### src/rtl/fifo_rd_prefetch.sv
// Read-side prefetch stage: FIFO controller + sync-read RAM -> valid/ready stream.
// Define FIFO_RD_PREFETCH_REG_READY_EN for a 3-deep buffer with no m_ready->rd_rqst path.
module fifo_rd_prefetch #(
  parameter int DATA_WIDTH = 64
) (
  input  logic                  clk,
  input  logic                  rst,
  input  logic                  fifo_empty,
  output logic                  rd_rqst,
  input  logic [DATA_WIDTH-1:0] ram_rdata,
  output logic                  m_valid,
  input  logic                  m_ready,
  output logic [DATA_WIDTH-1:0] m_data,
  output logic [1:0]            buf_count
);

`ifdef FIFO_RD_PREFETCH_REG_READY_EN
  localparam int DEPTH = 3;
`else
  localparam int DEPTH = 2;
`endif

  logic [DATA_WIDTH-1:0] buf_q [DEPTH];
  logic [DATA_WIDTH-1:0] buf_d [DEPTH];
  logic [1:0]            cnt_q;
  logic [1:0]            cnt_d;
  logic [1:0]            wr_idx;
  logic                  inflight_q;
  logic                  pop;
  logic [2:0]            occ;

  assign pop       = m_valid && m_ready;
  assign m_valid   = (cnt_q != 2'd0);
  assign m_data    = buf_q[0];
  assign buf_count = cnt_q;
  assign occ       = {1'b0, cnt_q} + {2'b0, inflight_q};

`ifdef FIFO_RD_PREFETCH_REG_READY_EN
  // Request only from registered occupancy; the extra slot covers the pop.
  assign rd_rqst = !rst && !fifo_empty && (occ < 3'(DEPTH));
`else
  // A same-cycle pop frees a slot for the data returning next cycle.
  assign rd_rqst = !rst && !fifo_empty
                && (occ < (3'(DEPTH) + {2'b0, pop}));
`endif

  // Next buffer: shift out the head on pop, then land RAM data in the first free slot.
  always_comb begin
    buf_d  = buf_q;
    wr_idx = cnt_q - {1'b0, pop};
    cnt_d  = cnt_q + {1'b0, inflight_q} - {1'b0, pop};
    if (pop) begin
      for (int i = 0; i < DEPTH - 1; i++) begin
        buf_d[i] = buf_q[i+1];
      end
    end
    if (inflight_q) begin
      for (int i = 0; i < DEPTH; i++) begin
        if (2'(i) == wr_idx) begin
          buf_d[i] = ram_rdata;
        end
      end
    end
  end

  // State update; reset drops buffered and in-flight data.
  always_ff @(posedge clk) begin
    if (rst) begin
      cnt_q      <= 2'd0;
      inflight_q <= 1'b0;
      for (int i = 0; i < DEPTH; i++) begin
        buf_q[i] <= '0;
      end
    end else begin
      cnt_q      <= cnt_d;
      inflight_q <= rd_rqst;
      for (int i = 0; i < DEPTH; i++) begin
        buf_q[i] <= buf_d[i];
      end
    end
  end

  // Occupancy plus outstanding read never exceeds the buffer.
  always_ff @(posedge clk) begin
    if (!rst) begin
      assert (occ <= 3'(DEPTH));
    end
  end

endmodule

### config.mk
export PLATFORM = sky130hd
export DESIGN_NAME = fifo_rd_prefetch
export DESIGN_NICKNAME = d
export VERILOG_FILES = /design/src/rtl/fifo_rd_prefetch.sv
export SDC_FILE = /design/constraint.sdc
export NUM_CORES = 1
export LEC_CHECK = 0
export CORE_MARGIN = 1
export CORE_UTILIZATION = 56
export CTS_CLUSTER_DIAMETER = 100
export DETAILED_ROUTE_END_ITERATION = 8
export PLACE_DENSITY = 0.95
export SLEW_MARGIN = 20
export SYNTH_ARGS = -nofsm -noshare
export SYNTH_HDL_FRONTEND = slang
export SYNTH_SLANG_ARGS = --single-unit
export TNS_END_PERCENT = 10
### constraint.sdc
create_clock -name clk -period 3.69 [get_ports clk]
set_input_delay 0.738 -clock clk [delete_from_list [all_inputs] [get_ports clk]]
set_output_delay 0.738 -clock clk [all_outputs]
set_load 0.03 [all_outputs]
==> parameters.txt, run 1 <==
Parameter                              Value

Place
  Pre-CTS WS    0.618 ns
  Count of input and output buffers    135
  Post-DP HPWL    8680 microns
  Routability Congestion    0.726

Clocking
  CTS Hold Buffers Added    0
  Clock transition at the register clock pins on the worst setup and hold paths after CTS    0.06 ns
  Num CTS Buffers    17
  Maximum clock path buffer count    2
  Number of post-CTS setup repair buffers    0
  Resized cells post-CTS    0
  Clock network latency to the later pin of the worst-skew pair    0.41 ns
  TritonCTS clock tree    built
  Sinks on Clock Net    131
  Root Buffer Master    clkbuf_16
  CTS H-tree depth    4

Die
  Ports placed on the boundary    136
  Core area    12,100 sq um
  Horizontal extent of the die    113 microns
  Die H    113 microns
  Die outline area    12,800 sq um
  Starting density of the core    0.575
  Row count    40

Cells and area
  Most common cell after layout, fill and taps aside    clkdlybuf4s50_1
  Diode count    0
  Final Net Count    832
  Commonest non-fill, non-tap cells in the layout    clkdlybuf4s50_1 (133), dfxtp_1 (131), nand2b_1 (129)
  Layout cells sized above 1    0.138
  Synthesis-to-layout area growth    20.2%
  Filler Cell Count    894

Critical path
  Startpoint class of the critical path    input port
  Largest stage delay on the critical path    0.63 ns
  Start-to-end type of the worst setup path    input port to primary output
  Data arrival time of the critical path    2.22 ns
  Worst setup slack for register-to-register paths    1.40 ns
  Worst reg2reg startpoint    buf_count[0]
  Worst-path cell chain    clkdlybuf4s50_1 > o21ai_4 > o21ai_1 > nor4b_1 > buf_4
  CP Capture Type    primary output
  Reg2Reg Capture Point    buf_count[1]
  Worst-path maximum fanout    5
  Worst path required time    2.95 ns
  Worst-case reg-to-reg path depth    7
  Worst-path cell with the longest stage delay    clkdlybuf4s50_1

Hold path
  Hold Path End    buf_q[0]
  Path class of the lowest-slack min-delay path    register to register
  Source of the worst hold timing path    buf_q[0]
  Count of cells along the worst hold path    2

Detailed routing
  Via count    5,128
  Aggregate routed wire length    15,400 microns
  Antenna-violating nets left    0
  First-pass iteration count of the detailed router    4
  Wirelength per Cell    16.4 microns
  Vias per std cell    5.45
  Count of routing violations after the opening detailed-route iteration    483
  Post-detailed-route DRC marker count    0

Timing
  Count of endpoints failing hold in the final timing report    0
  Max_slew headroom    0.449
  Aggregate negative setup slack    0 ns
  Post-layout min period    2.95 ns
  Crit share post-route    0.801
  Slew @ Worst Pin    0.827 ns
  Final setup viols    0
  RSZ-0062 raised after global routing    no
  Post-layout worst setup margin    0.736 ns
  Final-report max-slew violation count    0
  Upper clock frequency limit    339 MHz
  Clk_skew    0.00482 ns

Power
  Static power due to leakage    0.00267 uW
  Power per Cell Area    677 nW/um^2
  Peak ir drop on the vdd network    0.385 mV
  PnR Total Power    5640 uW

Run
  Maximum capacitance violations    0

Yosys
  Adder and majority gate portion of the synthesized area    0.00541
  Largest family of logic cells by synthesized area    simple AND/OR/NAND/NOR gates
  Simple-Gate Fraction of Synth Area    0.242
  Leading post-synthesis cells by cell area    dfxtp_1 (38%), a311oi_2 (13%), nand2b_1 (12%)
  Fraction of the mapped netlist area in compound gates    0.140
  Synth area leader    dfxtp_1
  Post-synthesis share of cell area spent on xor and xnor gates    0.00253
  Mapped Area    6940 sq um
  Post-synthesis cell count    727
  Share of cell area taken by muxes after synthesis    0.0924
  Post-synthesis register bit count    131
  Post-Syn Nets    798
  Yosys warnings    0
  Unique cell type count in the Yosys netlist    27
  Top-area cell type share of the netlist area    0.378
  Mean cell area of the mapped netlist    9.54 sq um
  Portion of the post-synthesis area used by sequential elements    0.378

GRT
  Number of global-route vias before repair    5,323
  Pin count of the biggest net entering global routing    196
  Wire length of the first global-routing pass    25,500 microns
  Global-route congestion overflow total    0
  Global-route total usage across every layer    0.252
  Initial antenna violation count    0

Run status
  Result of the run    finished clean
[per-stage QoR]
step	hold WS, ns	instances	instance area (sq um)	util
6_report	0.474	941	8330	0.691
5_1_grt	0.488	941	8330	0.691
4_1_cts	0.476	941	8330	0.691
3_5_place_dp	0.462	910	7680	0.637
3_3_place_gp	0.457	910	7680	0.637
2_1_floorplan	0.448	727	6940	-
[metal layers]
metal	GRT usage	up-vias	part of all wire
met4	0.131	0	0.020
met2	0.421	160	0.50
li1	-	2484	-
met5	0	-	0
met3	0.0643	24	0.048
met1	0.300	2460	0.43
[cells by family after synthesis]
family,count (synthesis)
compound gates,70
buf+inv,127
simple gates,330
xor+xnor,2
flops,131
fa+ha+maj,3
mux,64
[worst max-delay path, delay by kind of cell]
family          cells  cell delay, ns
buf+inv             2            0.87
compound gates      2            0.25
simple gates        1            0.36
[flip-flops by register name (all words and copies together) (netlist names)]
| signal | flops |
|---|---|
| buf_count | 2 |
| m_data | 64 |
| buf_q | 64 |
| inflight_q | 1 |
[cells in the mapped netlist]
master,n
nand2b_1,130
dfxtp_1,131
ha_1,3
o21ai_0,1
buf_8,6
nand2b_4,1
nand4b_1,1
mux2i_1,64
xnor2_1,1
o21ai_1,2
o21a_1,1
a311oi_2,60
clkbuf_1,12
nand2_1,128
clkbuf_4,2
nor4b_1,2
or2_2,1
o21ai_2,1
a21oi_1,1
buf_2,19
buf_6,16
nor3_1,64
a311oi_1,4
or3_1,1
nor2b_1,2
xor2_1,1
buf_4,72
[area by class of cell]
class                   instances  area, sq um  area share
repair buffers                142         1470       0.176
well taps                     168          210      0.0252
multi-input cells             469         3380       0.406
flip-flops and latches        131         2620       0.315
clock buffers                  23          508      0.0610
clock inverters                 8          146      0.0176
[power by group]
part	leakage [uW]	total (uW)	internal (uW)	switching, uW
Combinational	0.00129	1980	790	1190
Clock	0.000321	1850	1230	617
Sequential	0.00107	1810	1650	160
[worst max-delay path by stage]
stage	startpoint	to
6_report	m_ready	rd_rqst
5_1_grt	m_ready	rd_rqst
4_1_cts	m_ready	rd_rqst
3_5_place_dp	m_ready	buf_count[1]
3_3_place_gp	m_ready	buf_count[1]
2_1_floorplan	buf_count[0]	rd_rqst
No activity file was read; power rests on OpenSTA's default activity.
==> run 2: changes to the inputs <==
Settings changed: CORE_UTILIZATION 56 to 47, PLACE_DENSITY 0.95 to 0.88.
Clock period 3.69 ns to 2.52 ns, I/O delays scaled along.
==> run 2 against run 1 <==
  * Non-clock buffer count grew 7
  * Sequential cell count is the same
  * Largest cell class unchanged
  * Hold slack lost 0.0024 ns
  * Final cell count grew 2.3%
  * Clock-buffer cell count grew 2
  * Global-route usage shrank 4.4 points
  * Routed wire length shrank 0.95%
==> parameters.txt, run 2 (synthesis results as in run 1) <==
Parameter                              Value

Run status
  Result of the run    finished clean

Clocking
  CTS H-tree depth    4 (unchanged)
  CTS Hold Buffers Added    0 (unchanged)
  TritonCTS clock tree    built
  Root Buffer Master    clkbuf_16
  Sinks on Clock Net    131 (unchanged)
  Clock network latency to the later pin of the worst-skew pair    0.41 ns (about the same)
  Num CTS Buffers    17 (unchanged)
  Clock transition at the register clock pins on the worst setup and hold paths after CTS    0.05 ns (about the same)
  Maximum clock path buffer count    2 (unchanged)

Timing
  Count of endpoints failing hold in the final timing report    0 (unchanged)
  Clk_skew    0.0136 ns (+0.00876 ns)
  Crit share post-route    0.951
  Upper clock frequency limit    417 MHz
  Final-report max-slew violation count    0 (unchanged)
  RSZ-0062 raised after global routing    no
  Aggregate negative setup slack    0 ns (unchanged)
  Max_slew headroom    0.528 (+0.0792)
  Post-layout min period    2.40 ns
  Final setup viols    0 (unchanged)
  Post-layout worst setup margin    0.123 ns (-0.613 ns)
  Slew @ Worst Pin    0.708 ns (-0.119 ns)

GRT
  Pin count of the biggest net entering global routing    121 (-38%)
  Global-route track usage on met2    0.345 (-0.0762)
  Number of global-route vias before repair    5,005 (-6.0%)
  Wire length of the first global-routing pass    24,500 microns (-4.2%)
  Global route hottest layer    met2
  Initial antenna violation count    0 (unchanged)
  Global-route congestion overflow total    0 (unchanged)
  Global-route total usage across every layer    0.208 (-0.0442)
  Met1 Use GR    0.256 (-0.0445)
  Met3 GRT Util    0.0503 (-0.0140)

Power
  Peak ir drop on the vdd network    0.449 mV (+17%)
  Static power due to leakage    0.00267 uW (-0.37%)
  Net load switching power    2840 uW (+45%)
  Sequential fraction of design power    0.336 (+0.015)
  Internal Pwr Total    4990 uW (+36%)
  Power per Cell Area    941 nW/um^2 (+39%)
  Combinational power share    0.383 (+0.032)
  Fraction of power consumed by the clock network    0.281 (-0.047)
  Switching share of power    0.363 (+0.0144)

Detailed routing
  First-pass iteration count of the detailed router    4 (unchanged)
  Post-detailed-route DRC marker count    0 (unchanged)
  Wirelength per Cell    15.9 microns (-3.2%)
  Aggregate routed wire length    15,300 microns (-0.95%)
  Via count    5,091 (-0.72%)
  Antenna-violating nets left    0 (unchanged)
  Vias per std cell    5.29 (-3.0%)
  Count of routing violations after the opening detailed-route iteration    361 (-25%)

Place
  Post-DP Area    7800 sq um (+1.5%)
  Pre-CTS WS    0.228 ns (-0.390 ns)
  Routability Congestion    0.744 (+2.5%)
  Post-DP HPWL    9040 microns (+4.1%)
  Count of input and output buffers    135 (unchanged)

Die
  Horizontal extent of the die    123 microns (+9.0%)
  Die outline area    15,200 sq um (+19%)
  Die H    123 microns (+9.0%)
  Ports placed on the boundary    136 (unchanged)
  Core area    14,500 sq um (+20%)
  Row count    44 (+10%)
  Starting density of the core    0.479 (-0.0960)

Cells and area
  Commonest non-fill, non-tap cells in the layout    clkdlybuf4s50_1 (133), dfxtp_1 (130), nand2b_1 (129)
  Final Net Count    839 (+0.84%)
  Diode count    0 (unchanged)
  Layout cells sized above 1    0.142 (+0.00407)
  Synthesis-to-layout area growth    20.0%
  Final instance area    8320 sq um (-0.17%)
  Most common cell after layout, fill and taps aside    clkdlybuf4s50_1
  Filler Cell Count    1,228 (+37%)

Critical path
  Startpoint class of the critical path    register
  CP Capture Type    primary output
  Worst path required time    2.02 ns (-0.93 ns)
  Start-to-end type of the worst setup path    register to primary output
  Data arrival time of the critical path    1.89 ns (-0.33 ns)
  Worst-path maximum fanout    8 (+3)

Run
  Maximum capacitance violations    0 (unchanged)

Hold path
  Path class of the lowest-slack min-delay path    register to register
[run 2: cell types whose count changed in the layout (fill, tap and decap cells not counted), moves of 2 or more]
cell / change
buf_4: +4
clkbuf_8: -2
buf_12: +3
clkbuf_1: +4
bufinv_16: -4
clkinv_2: +2
[run 2: layout make-up]
cell class | count | area (sq um) | area share
multi-input cells | 469 | 3390 | 0.407
flip-flops and latches | 131 | 2620 | 0.315
repair buffers | 149 | 1560 | 0.187
clock buffers | 25 | 495 | 0.0595
well taps | 184 | 230 | 0.0277
clock inverters | 5 | 27.5 | 0.00331
[run 2: metal layers]
layer | vias up | wire (microns)
met5 | - | 0
met4 | 0 | 174
met3 | 14 | 702
met2 | 123 | 7470
met1 | 2447 | 6930
li1 | 2507 | -
[run 2: power groups by stage]
stage          logic (uW)  registers [uW]  clock network [uW]
2_1_floorplan        2450            2640                   0
3_3_place_gp         2960            2660                   0
3_5_place_dp         3010            2660                   0
4_1_cts              3020            2630                2250
5_1_grt              3210            2670                2340
6_report             3000            2630                2200
[run 2: repair_timing]
action	CTS	global route
setup buffers	0	0
resized for setup	0	1
setup endpoints to repair	0	1
[run 2: through the flow]
step / utilization / power [uW] / cells / hold WS, ns
floorplan: - / 5090 / 727 / 0.448
global placement: 0.538 / 5620 / 933 / 0.458
detailed placement: 0.538 / 5670 / 933 / 0.462
CTS: 0.575 / 7900 / 963 / 0.475
global route: 0.575 / 8220 / 963 / 0.487
finish: 0.575 / 7830 / 963 / 0.472
[run 2: worst max-delay path, cell delays in order, from the launching register on]
cell and delay [ns]:
dfxtp_1 0.56, ha_1 0.30, o21ai_1 0.09, nor4b_2 0.30, buf_4 0.22
[run 2: worst paths after layout]
kind | depth (start not counted) | endpoint | slack (ns) | start
hold / removal | 2 | buf_q[35] | 0.47 | buf_q[35]
hold reg to reg | 2 | buf_q[35] | 0.47 | buf_q[35]
setup / recovery | 4 | rd_rqst | 0.12 | buf_count[1]
setup reg to reg | 4 | m_data[40] | 0.56 | buf_count[1]
